**src/rtl/ucode_sequencer.sv**
```systemverilog
// Multiply microcode sequencer: walks the microcode ROM for one multiply
// instruction, runs the hardware loop counter, substitutes the real rd/rs
// into register hole fields and hands expanded micro-ops to decode.
module ucode_sequencer #(
    parameter int UPC_W       = 5,
    parameter int ENTRY_MUL   = 0,
    parameter int ENTRY_MULI  = 8,
    parameter int ENTRY_SMUL  = 16,
    parameter int ENTRY_SMULI = 24,
    parameter int MAX_STEPS   = 255
) (
    input  logic             clk,
    input  logic             rst,
    input  logic             start,
    input  logic [6:0]       opcode,
    input  logic [3:0]       rd,
    input  logic [3:0]       rs,
    input  logic [15:0]      imm,
    input  logic             stall,
    input  logic             flush,
    output logic [UPC_W-1:0] rom_addr,
    input  logic [31:0]      rom_data,
    output logic [31:0]      uinst,
    output logic             uinst_valid,
    output logic             busy,
    output logic             done,
    output logic             err
);

    localparam logic [6:0] OP_MUL   = 7'b0010000;
    localparam logic [6:0] OP_MULI  = 7'b0011000;
    localparam logic [6:0] OP_SMUL  = 7'b0110000;
    localparam logic [6:0] OP_SMULI = 7'b0111000;

    localparam logic [UPC_W-1:0] ENTRY_MUL_A   = UPC_W'(ENTRY_MUL);
    localparam logic [UPC_W-1:0] ENTRY_MULI_A  = UPC_W'(ENTRY_MULI);
    localparam logic [UPC_W-1:0] ENTRY_SMUL_A  = UPC_W'(ENTRY_SMUL);
    localparam logic [UPC_W-1:0] ENTRY_SMULI_A = UPC_W'(ENTRY_SMULI);
    localparam logic [7:0]       STEP_LIMIT    = 8'(MAX_STEPS);

    localparam logic [3:0]  END_TAG  = 4'b1101;
    localparam logic [10:0] LOOP_TAG = 11'b11000010000;
    localparam logic [3:0]  REG_HOLE = 4'hF;

    typedef enum logic [0:0] {
        S_IDLE = 1'b0,
        S_RUN  = 1'b1
    } state_t;

    state_t           state, state_nx;
    logic [UPC_W-1:0] upc, upc_nx;
    logic [15:0]      cnt, cnt_nx;
    logic [7:0]       steps, steps_nx;
    logic             done_nx;
    logic             err_nx;
    logic             latch_regs;
    logic [3:0]       rd_lat;
    logic [3:0]       rs_lat;

    logic             op_ok;
    logic [UPC_W-1:0] entry;
    logic             is_end;
    logic             is_loop;
    logic             wd_trip;
    logic [UPC_W-1:0] loop_off;

    // Classify the current ROM word and the watchdog condition.
    always_comb begin
        is_end   = (rom_data[31:28] == END_TAG);
        is_loop  = (rom_data[31:21] == LOOP_TAG);
        wd_trip  = (steps == STEP_LIMIT) && !is_end;
        loop_off = rom_data[UPC_W-1:0];
    end

    // Map the multiply opcode to its ROM entry point; anything else is rejected.
    always_comb begin
        op_ok = 1'b1;
        entry = '0;
        case (opcode)
            OP_MUL:   entry = ENTRY_MUL_A;
            OP_MULI:  entry = ENTRY_MULI_A;
            OP_SMUL:  entry = ENTRY_SMUL_A;
            OP_SMULI: entry = ENTRY_SMULI_A;
            default:  op_ok = 1'b0;
        endcase
    end

    // Next-state and issue logic; flush overrides everything but reset.
    always_comb begin
        state_nx    = state;
        upc_nx      = upc;
        cnt_nx      = cnt;
        steps_nx    = steps;
        done_nx     = 1'b0;
        err_nx      = err;
        latch_regs  = 1'b0;
        uinst_valid = 1'b0;

        if (flush) begin
            state_nx = S_IDLE;
        end else begin
            case (state)
                S_IDLE: begin
                    if (start && op_ok) begin
                        upc_nx     = entry;
                        cnt_nx     = imm;
                        steps_nx   = '0;
                        err_nx     = 1'b0;
                        latch_regs = 1'b1;
                        state_nx   = S_RUN;
                    end
                end
                S_RUN: begin
                    if (!stall) begin
                        steps_nx = steps + 8'd1;
                        if (is_end) begin
                            // END wins over the watchdog: a sequence finishing on
                            // its last permitted step is a clean finish.
                            state_nx = S_IDLE;
                            done_nx  = 1'b1;
                        end else if (wd_trip) begin
                            state_nx = S_IDLE;
                            err_nx   = 1'b1;
                            done_nx  = 1'b1;
                        end else if (is_loop) begin
                            // Counts of 0 and 1 both fall through after one body pass.
                            if (cnt > 16'd1) begin
                                cnt_nx = cnt - 16'd1;
                                upc_nx = upc - loop_off;
                            end else begin
                                cnt_nx = '0;
                                upc_nx = upc + 1'b1;
                            end
                        end else begin
                            uinst_valid = 1'b1;
                            upc_nx      = upc + 1'b1;
                        end
                    end
                end
                default: state_nx = S_IDLE;
            endcase
        end
    end

    // Register-hole substitution; outside RUN the ROM word passes straight through.
    always_comb begin
        uinst = rom_data;
        if (state == S_RUN) begin
            if (rom_data[24:21] == REG_HOLE) uinst[24:21] = rd_lat;
            if (rom_data[20:17] == REG_HOLE) uinst[20:17] = rs_lat;
        end
    end

    // Sequencer control registers.
    always_ff @(posedge clk) begin
        if (rst) begin
            state <= S_IDLE;
            upc   <= '0;
            cnt   <= '0;
            steps <= '0;
            done  <= 1'b0;
            err   <= 1'b0;
        end else begin
            state <= state_nx;
            upc   <= upc_nx;
            cnt   <= cnt_nx;
            steps <= steps_nx;
            done  <= done_nx;
            err   <= err_nx;
        end
    end

    // Register operands captured with an accepted start.
    always_ff @(posedge clk) begin
        if (latch_regs) begin
            rd_lat <= rd;
            rs_lat <= rs;
        end
    end

    assign rom_addr = upc;
    assign busy     = (state == S_RUN);

endmodule

```
**config.mk**
```make
export PLATFORM = sky130hd
export DESIGN_NAME = ucode_sequencer
export DESIGN_NICKNAME = d
export VERILOG_FILES = /design/src/rtl/ucode_sequencer.sv
export SDC_FILE = /design/constraint.sdc
export NUM_CORES = 1
export LEC_CHECK = 0
export CORE_MARGIN = 2
export CORE_UTILIZATION = 32
export DETAILED_ROUTE_END_ITERATION = 8
export HOLD_SLACK_MARGIN = 0.08
export PLACE_DENSITY = 0.64
export SYNTH_ARGS = -nofsm -noshare
export SYNTH_HDL_FRONTEND = slang
export SYNTH_SLANG_ARGS = --single-unit
```
**constraint.sdc**
```tcl
create_clock -name clk -period 3.8 [get_ports clk]
set_input_delay 0.57 -clock clk [delete_from_list [all_inputs] [get_ports clk]]
set_output_delay 0.57 -clock clk [all_outputs]
set_load 0.005 [all_outputs]
```
# [Word level (Yosys, flattened, before mapping)]
# Cells that the tools add are included.
[classes] reduce_logical=10 n_lt_le_gt_ge=1 bitwise_logic=2 mux=42 eq_ne=15 n_addsub=4
[op_table] operator="$mux 16" count=6
[op_table] operator="$pmux 16 s2" count=1
[op_table] operator="$mux 5" count=6
[op_table] operator="$mux 8" count=3
[op_table] operator="$mux 1" count=19
[op_table] operator="$gt 16x1->1 const B" count=1
[op_table] operator="$pmux 8 s2" count=1
[op_table] operator="$sub 16x1->16 const B" count=1
[op_table] operator="$pmux 5 s3" count=1
[op_table] operator="$eq 7x5->1 const B" count=2
[op_table] operator="$eq 7x6->1 const B" count=2
[op_table] operator="$eq 4x4->1 const B" count=3
[op_table] operator="$eq 11x11->1 const B" count=1
[op_table] operator="$pmux 5 s2" count=1
[op_table] operator="$reduce_and 5->1" count=2
[op_table] operator="$add 8x1->8 const B" count=1
[op_table] operator="$eq 8x8->1 const B" count=1
[op_table] operator="$mux 4" count=2
[op_table] operator="$ne 2x2->1 const B" count=4
[op_table] operator="$reduce_or 4->1" count=2
[op_table] operator="$reduce_and 6->1" count=1
[op_table] operator="$add 5x1->5 const B" count=1
[op_table] operator="$sub 5x5->5" count=1
[op_table] operator="$ne 2x1->1 const B" count=2
[op_table] operator="6 further kinds" count=9
[totals] output_inout_bits=41 reg_bits=40 in_bits=68 elab_cells=82

# [Logic depth before layout (Yosys ltp)]
# Gate-level depths: netlist of run 1.
[depth] ltp_word=8 depth_mapped=8 ltp_nobuf=8

# [Worst setup path before layout of run 1]
# No wires, ideal clock.
[synth_timing] path_type="input port to flip-flop" from="input opcode[6]" to="register rd_lat[0], enable pin" n_path_buf=0 setup_slack_ns=1.819 t_required_ns=3.429 setup_ns=0.371 arrival_time_ns=1.609 path_stages=4 path_cell_list="nor4_1 -> and3b_1 -> nand2_1 -> nor2_1"
[synth_between] elab_chain_cells=7 elab_cells_between_ends=10 classes_between="4 x eq/ne; 4 x mux; 2 x reduce/logical"
[synth_rtl] element="from (decl)" line="15" source="input logic [6:0] opcode,"
[synth_rtl] element="$eq 7x6->1 / $eq 7x5->1 (equally long branches)" line="79" source="case (opcode)"
[synth_rtl] element="$reduce_or 4->1 (no source line) (*)"
[synth_rtl] element="$mux 1 (*)" line="79"
[synth_rtl] element="$logic_and 1x1->1 (*)" line="104" source="if (start && op_ok) begin"
[synth_rtl] element="$mux 1 (*)" line="104"
[synth_rtl] element="$mux 1 (*)" line="102" source="case (state)"
[synth_rtl] element="$mux 1 (*)" line="99" source="if (flush) begin"
[synth_rtl] element="via latch_regs" line="56" source="logic latch_regs;"
[synth_rtl] element="to (signal assigned)" line="176" source="rd_lat <= rd;"
[synth_rtl] element="to (decl)" line="57" source="logic [3:0] rd_lat;"
# The timed path passes the listed nets; every way through them passes the cells marked *.
# A chain may end at the register's enable or synchronous reset.

# [Worst setup path after layout of run 1]
[layout_timing] from="input rom_data[21]" to="output uinst_valid"
[layout_between] elab_chain_cells=7
[layout_rtl] element="from (decl)" line="22" source="input logic [31:0] rom_data,"
[layout_rtl] element="$eq 11x11->1" line="70" source="is_loop = (rom_data[31:21] == LOOP_TAG);"
[layout_rtl] element="$mux 1" line="125" source="end else if (is_loop) begin"
[layout_rtl] element="$mux 1" line="121" source="end else if (wd_trip) begin"
[layout_rtl] element="$mux 1" line="116" source="if (is_end) begin"
[layout_rtl] element="$mux 1" line="114" source="if (!stall) begin"
[layout_rtl] element="$mux 1" line="102"
[layout_rtl] element="$mux 1" line="99"
[layout_rtl] element="to (decl)" line="24" source="output logic uinst_valid,"
# No other way between the ends.

==> out/qor.txt, run 1 <==
Initial Utilization = 0.330
design area = 3740 µm²
static leakage = 1.33 nW
max_slew headroom = 0.388
Via Count = 2755
first-pass GRT wire length = 13100 µm
Synth cell types = 66
syn nets = 414
Max Clk Rate = 317 MHz
fin crit period = 3150 ps
largest area contributor in the netlist = dfxtp_1
Clock Skew = 14.4 ps
hpwl dp = 6020 µm
Final ANT Viol Nets = 0
Crit-path slowest cell = nor4b_1
CTS tree = yes
Die ar. = 9760 µm²
GRT Util Overall = 0.164
routability cong. = 0.816
num ports = 109
Worst Setup Start Kind = primary input
Layout Nets = 471
CP max stage delay = 550 ps
DRT Pass-1 Iters = 4
RSZ-0062 raised after global routing = no
post-synthesis sequential area ratio = 0.306
Yosys top cell area share = 0.223
CP Data Arrival Time = 2580 ps
top cells by count, synth = dfxtp_1 (32), nor2_1 (30), buf_4 (24), inv_1 (20), nand2_1 (17)
grt total ovfl = 0
ratio of final minimum period to clock period = 0.829
vias in the first global route = 2675
Post-CTS Resized = 0
top cells by area, synth = dfxtp_1 (22%), edfxtp_1 (8.4%), buf_4 (6.3%)
layout cells sized above 1 = 0.0734
Via density = 5.48
# DRC = 0
Hold Crit Class = reg2reg
CP dominant cell by count = clkdlybuf4s50_1
Post-Layout Cell Count = 503
CP Buf/Inv Count = 2
number of flops mapped to enable cells by yosys = 8
PortBufs = 84
initial antenna violation count = 0
CP cell instances = clkdlybuf4s50_1 -> nor4b_1 -> nand3_2 -> nor3b_1 -> clkdlybuf4s50_1
Worst VDD drop = 0.133 mV
Crit path max-delay family = simple AND/OR/NAND/NOR gates
final slew viol count = 0
Final Routed Wirelength = 7980 µm
Mapped Area = 2870 µm²
status = finished clean
CTS Root Cell = clkbuf_8
ys async rst share = 0
post-CTS setup buffers = 0
P per Cell Area = 251 nW/µm²
Syn. warnings = 0
most used standard cell by instance count after synthesis = dfxtp_1
ANT cells = 0
H-tree depth = 2
overall power = 938 µW
Skew-Pair Late Insertion Delay = 300 ps
Longest Clk Path Bufs = 2
register bit total from synthesis = 40
Mean Syn Cell Area = 8.53 µm²
smallest hold slack = 479 ps
Worst-path clk slew = 70 ps
post-route setup slack = 650 ps
placed instance count = 495
ys flop type = dfxtp_1
Worst Tran Pin Value = 918 ps
Max FO, Critical Path = 9
CTS hold repair buffers = 0
core area = 8720 µm²
largest net degree at the start of global routing = 23
DRT iter0 DRCs = 166
die height = 98.8 µm
area grow syn2layout = 30.1%
CP Data Required Time = 3230 ps
reg2reg setup slack = 1220 ps
hold violation count in the final report = 0
final core occ = 0.429
placement row count = 34
Clock Sinks = 40
Num CTS Buffers = 5
Critical Path End Type = output port
DP Worst Slack = 640 ps
final setup violating endpoints = 0
max-cap viol count = 0
dpl cell area = 3630 µm²
WL/cell = 15.9 µm
WS Path Type = in2out
Post-Syn Instances = 337
setup tns final = 0 ps
Die X = 98.8 µm
sequential cells by signal (all words and copies together), names as in the netlist:
name	count
rom_addr	5
cnt	16
busy	1
rs_lat	4
done	1
rd_lat	4
steps	8
err	1
layout by cell type (no fill, tap or decap), drive strengths merged, types with 3 or more instances in the layout:
master / instances
ha: 8
xnor2: 5
nand4: 8
o32ai: 10
dfxtp: 32
a211oi: 14
nand2: 17
o21a: 4
inv: 20
a21oi: 15
nor3b: 5
buf: 5
a32oi: 3
edfxtp: 8
clkdlybuf4s50: 84
clkbuf: 6
o21ai: 6
nor3: 9
mux2i: 3
a311oi: 3
o211ai: 3
nor2b: 4
a22oi: 7
or4: 5
nor2: 30
a31oi: 6
or3: 3
nand3: 13
nand2b: 7
nor4: 9
o31a: 6
xor2: 6
per-layer routing:
metal	track usage	routed length (µm)	share of wire	vias up
met2	0.277	3890	0.49	85
met4	0.0400	87	0.011	0
li1	-	-	-	1358
met1	0.217	3550	0.44	1302
met5	0	0	0	-
met3	0.0319	454	0.057	10
worst min-delay path, cell delays in order, from the launching register on:
cell     delay [ps]
dfxtp_1         330
nand2_1          60
a21oi_1          50
kinds of logic (layout without fill, tap and decap cells):
logic type | Yosys count | after routing | share of synthesized area
simple gates | 122 | 122 | 0.246
compound gates | 93 | 93 | 0.247
flops | 40 | 40 | 0.306
fa+ha+maj | 9 | 9 | 0.0418
mux | 3 | 3 | 0.0104
xor+xnor | 11 | 11 | 0.0335
buf+inv | 59 | 117 | 0.115
final cells by class:
| cell class | count | area, µm² |
|---|---|---|
| Clock buffer | 6 | 72.6 |
| Clock inverter | 2 | 35.0 |
| Fill cell | 846 | 4980 |
| Inverter | 20 | 75.1 |
| Multi-Input combinational cell | 238 | 1660 |
| Sequential cell | 40 | 881 |
| Tap cell | 108 | 135 |
| Timing Repair Buffer | 89 | 878 |
path summary, 6_finish.rpt:
| kind | start | to | cells past startpoint |
|---|---|---|---|
| worst max-delay path | rom_data[21] | uinst_valid | 5 |
| worst min-delay path | steps[1]$_SDFFE_PP0P_ | steps[1]$_SDFFE_PP0P_ | 2 |
| worst max register to register | cnt[0]$_SDFFE_PP0P_ | cnt[14]$_SDFFE_PP0P_ | 7 |
| worst min register to register | steps[1]$_SDFFE_PP0P_ | steps[1]$_SDFFE_PP0P_ | 2 |
where the power goes:
part	total, mW	internal, mW	switching (mW)
Sequential	0.436	0.434	0.00196
Combinational	0.150	0.0935	0.0561
Clock	0.353	0.195	0.158
Note: power is estimated with default switching activity, not from simulation.
==> run 2: changes to the inputs <==
==> constraint.sdc (replaced) <==
create_clock -name clk -period 3 [get_ports clk]
set_input_delay 0.45 -clock clk [delete_from_list [all_inputs] [get_ports clk]]
set_output_delay 0.45 -clock clk [all_outputs]
set_load 0.005 [all_outputs]
==> run 2 against run 1 <==
Clock power increased by 30%. Global-route usage grew 0.48 points. Clock skew is 3.3 ps lower. Highest routed layer unchanged. Sequential share of layout area is 0.26 points lower. Register-to-register slack got worse by 360 ps. Cell count up 0.99%. Clock-buffer cell count shrank 1. Total power increased by 28%. Non-clock buffer count grew 5. Die area unchanged. Sequential power increased by 27%.
==> out/qor.txt, run 2 (synthesis gave the netlist of run 1 again) <==
static leakage = 1.35 nW (was 1.33 nW)
setup tns final = 0 ps (unchanged)
Critical Path End Type = output port (unchanged)
Die X = 98.8 µm (unchanged)
max_slew headroom = 0.548 (was 0.388)
core area = 8720 µm² (unchanged)
Via Count = 2781 (was 2755)
layout cells sized above 1 = 0.0875 (was 0.0734)
first-pass GRT wire length = 13400 µm (was 13100 µm)
vias in the first global route = 2645 (was 2675)
Worst Tran Pin Value = 672 ps (was 918 ps)
Hold Path End = cnt[15]$_SDFFE_PP0P_ (was steps[1]$_SDFFE_PP0P_)
post-CTS setup buffers = 0 (unchanged)
RSZ-0062 raised after global routing = no (unchanged)
placed instance count = 500 (was 495)
CTS Root Cell = clkbuf_8 (unchanged)
most frequent cells in the layout = clkdlybuf4s50_1 (84), dfxtp_1 (32), nor2_1 (30), inv_1 (20), nand2_1 (17) (unchanged)
Die ar. = 9760 µm² (unchanged)
Worst-path clk slew = 90 ps (was 70 ps)
H-tree depth = 2 (unchanged)
ratio of final minimum period to clock period = 0.915
reg2reg start = cnt[0]$_SDFFE_PP0P_ (unchanged)
# DRC = 0 (unchanged)
WS Path Type = in2out (unchanged)
Final ANT Viol Nets = 0 (unchanged)
final core occ = 0.434 (was 0.429)
CTS tree = yes (unchanged)
Reg2Reg Depth = 7 (unchanged)
Post-CTS Resized = 0 (unchanged)
largest net degree at the start of global routing = 22 (was 23)
post-route setup slack = 256 ps (was 650 ps)
Max Clk Rate = 364 MHz
fin crit period = 2740 ps
Final Routed Wirelength = 8200 µm (was 7980 µm)
hold path cells = 2 (unchanged)
CTS hold repair buffers = 0 (unchanged)
hold violation count in the final report = 0 (unchanged)
reg2reg setup slack = 860 ps (was 1220 ps)
Worst VDD drop = 0.142 mV (was 0.133 mV)
final setup violating endpoints = 0 (unchanged)
grt total ovfl = 0 (unchanged)
final slew viol count = 0 (unchanged)
P per Cell Area = 318 nW/µm² (was 251 nW/µm²)
CP Data Arrival Time = 2290 ps (was 2580 ps)
DP Worst Slack = 238 ps (was 640 ps)
smallest hold slack = 482 ps (was 479 ps)
Largest register FFs = 16 (unchanged)
Skew-Pair Late Insertion Delay = 300 ps (about the same)
Clock Sinks = 40 (unchanged)
initial antenna violation count = 0 (unchanged)
die height = 98.8 µm (unchanged)
PortBufs = 84 (unchanged)
Initial Utilization = 0.330 (unchanged)
Longest Clk Path Bufs = 2 (unchanged)
max-cap viol count = 0 (unchanged)
Post-Layout Cell Count = 508 (was 503)
routability cong. = 0.827 (was 0.816)
ANT cells = 0 (unchanged)
commonest non-fill, non-tap cell in the layout = clkdlybuf4s50_1 (unchanged)
Num CTS Buffers = 5 (unchanged)
Max FO, Critical Path = 4 (was 9)
hpwl dp = 6230 µm (was 6020 µm)
placement row count = 34 (unchanged)
num ports = 109 (unchanged)
GRT Util Overall = 0.169 (was 0.164)
Via density = 5.47 (was 5.48)
Clock Skew = 11.1 ps (was 14.4 ps)
reg2reg end = rom_addr[2]$_SDFFE_PP0P_ (was cnt[14]$_SDFFE_PP0P_)
Worst Setup Start Kind = primary input (unchanged)
WL/cell = 16.1 µm (was 15.9 µm)
DRT iter0 DRCs = 107 (was 166)
Top reg by flops = cnt (unchanged)
Hold Crit Class = reg2reg (unchanged)
DRT Pass-1 Iters = 5 (was 4)
Hold Startpoint = cnt[15]$_SDFFE_PP0P_ (was steps[1]$_SDFFE_PP0P_)
CP Data Required Time = 2550 ps (was 3230 ps)
status = finished clean (unchanged)
Layout Nets = 476 (was 471)
area grow syn2layout = 31.6% (was 30.1%)
[run 2: changes by cell type in the layout (fill, tap and decap cells not counted), sizes merged]
cell	previous run	this run
clkinvlp	0	1
buf	5	10
clkbuf	6	5
[run 2: per-stage QoR]
step,area [µm²],power [mW]
6_report,3780,1.20
5_1_grt,3780,1.24
4_1_cts,3780,1.21
3_5_place_dp,3670,0.755
3_3_place_gp,3670,0.753
2_1_floorplan,2870,0.653
[run 2: power by group]
group / internal, mW / leakage, nW / switching, mW / total [mW]
Combinational: 0.119 / 0.968 / 0.0723 / 0.191
Clock: 0.247 / 0.0541 / 0.212 / 0.459
Sequential: 0.549 / 0.330 / 0.00241 / 0.552
Total: 0.914 / 1.35 / 0.287 / 1.20
[run 2: metal layers]
layer	GRT usage	up-vias	wire [µm]	share of wire
met4	0.0411	0	51	0.0062
li1	-	1371	-	-
met3	0.0397	6	540	0.066
met2	0.274	98	3920	0.48
met5	0	-	0	0
met1	0.228	1306	3680	0.45
[run 2: cell type report]
class                      instances  area [µm²]
clock buffer                       5        68.8
clock inverter                     3        42.5
fill                             859        4940
inverter                          20        75.1
multi-input combinational        238        1660
sequential                        40         881
tap                              108         135
timing repair buffer              94         916
[run 2: worst max-delay path, cell delays in order]
cell,delay [ps]
clkdlybuf4s50_1,470
nor4b_1,540
nand3_2,170
nor3b_1,180
clkdlybuf4s50_1,480
[run 2: worst max path at each step]
| stage | startpoint | endpoint | slack [ps] | cells past startpoint |
|---|---|---|---|---|
| 6_report | rom_data[21] | uinst_valid | 260 | 5 |
| 5_1_grt | rom_data[21] | uinst_valid | 190 | 5 |
| 4_1_cts | rom_data[21] | uinst_valid | 250 | 5 |
| 3_5_place_dp | rom_data[21] | cnt[6]$_SDFFE_PP0P_ | 240 | 7 |
| 3_3_place_gp | rom_data[21] | uinst_valid | 300 | 5 |
| 2_1_floorplan | cnt[8]$_SDFFE_PP0P_ | cnt[5]$_SDFFE_PP0P_ | 1110 | 7 |
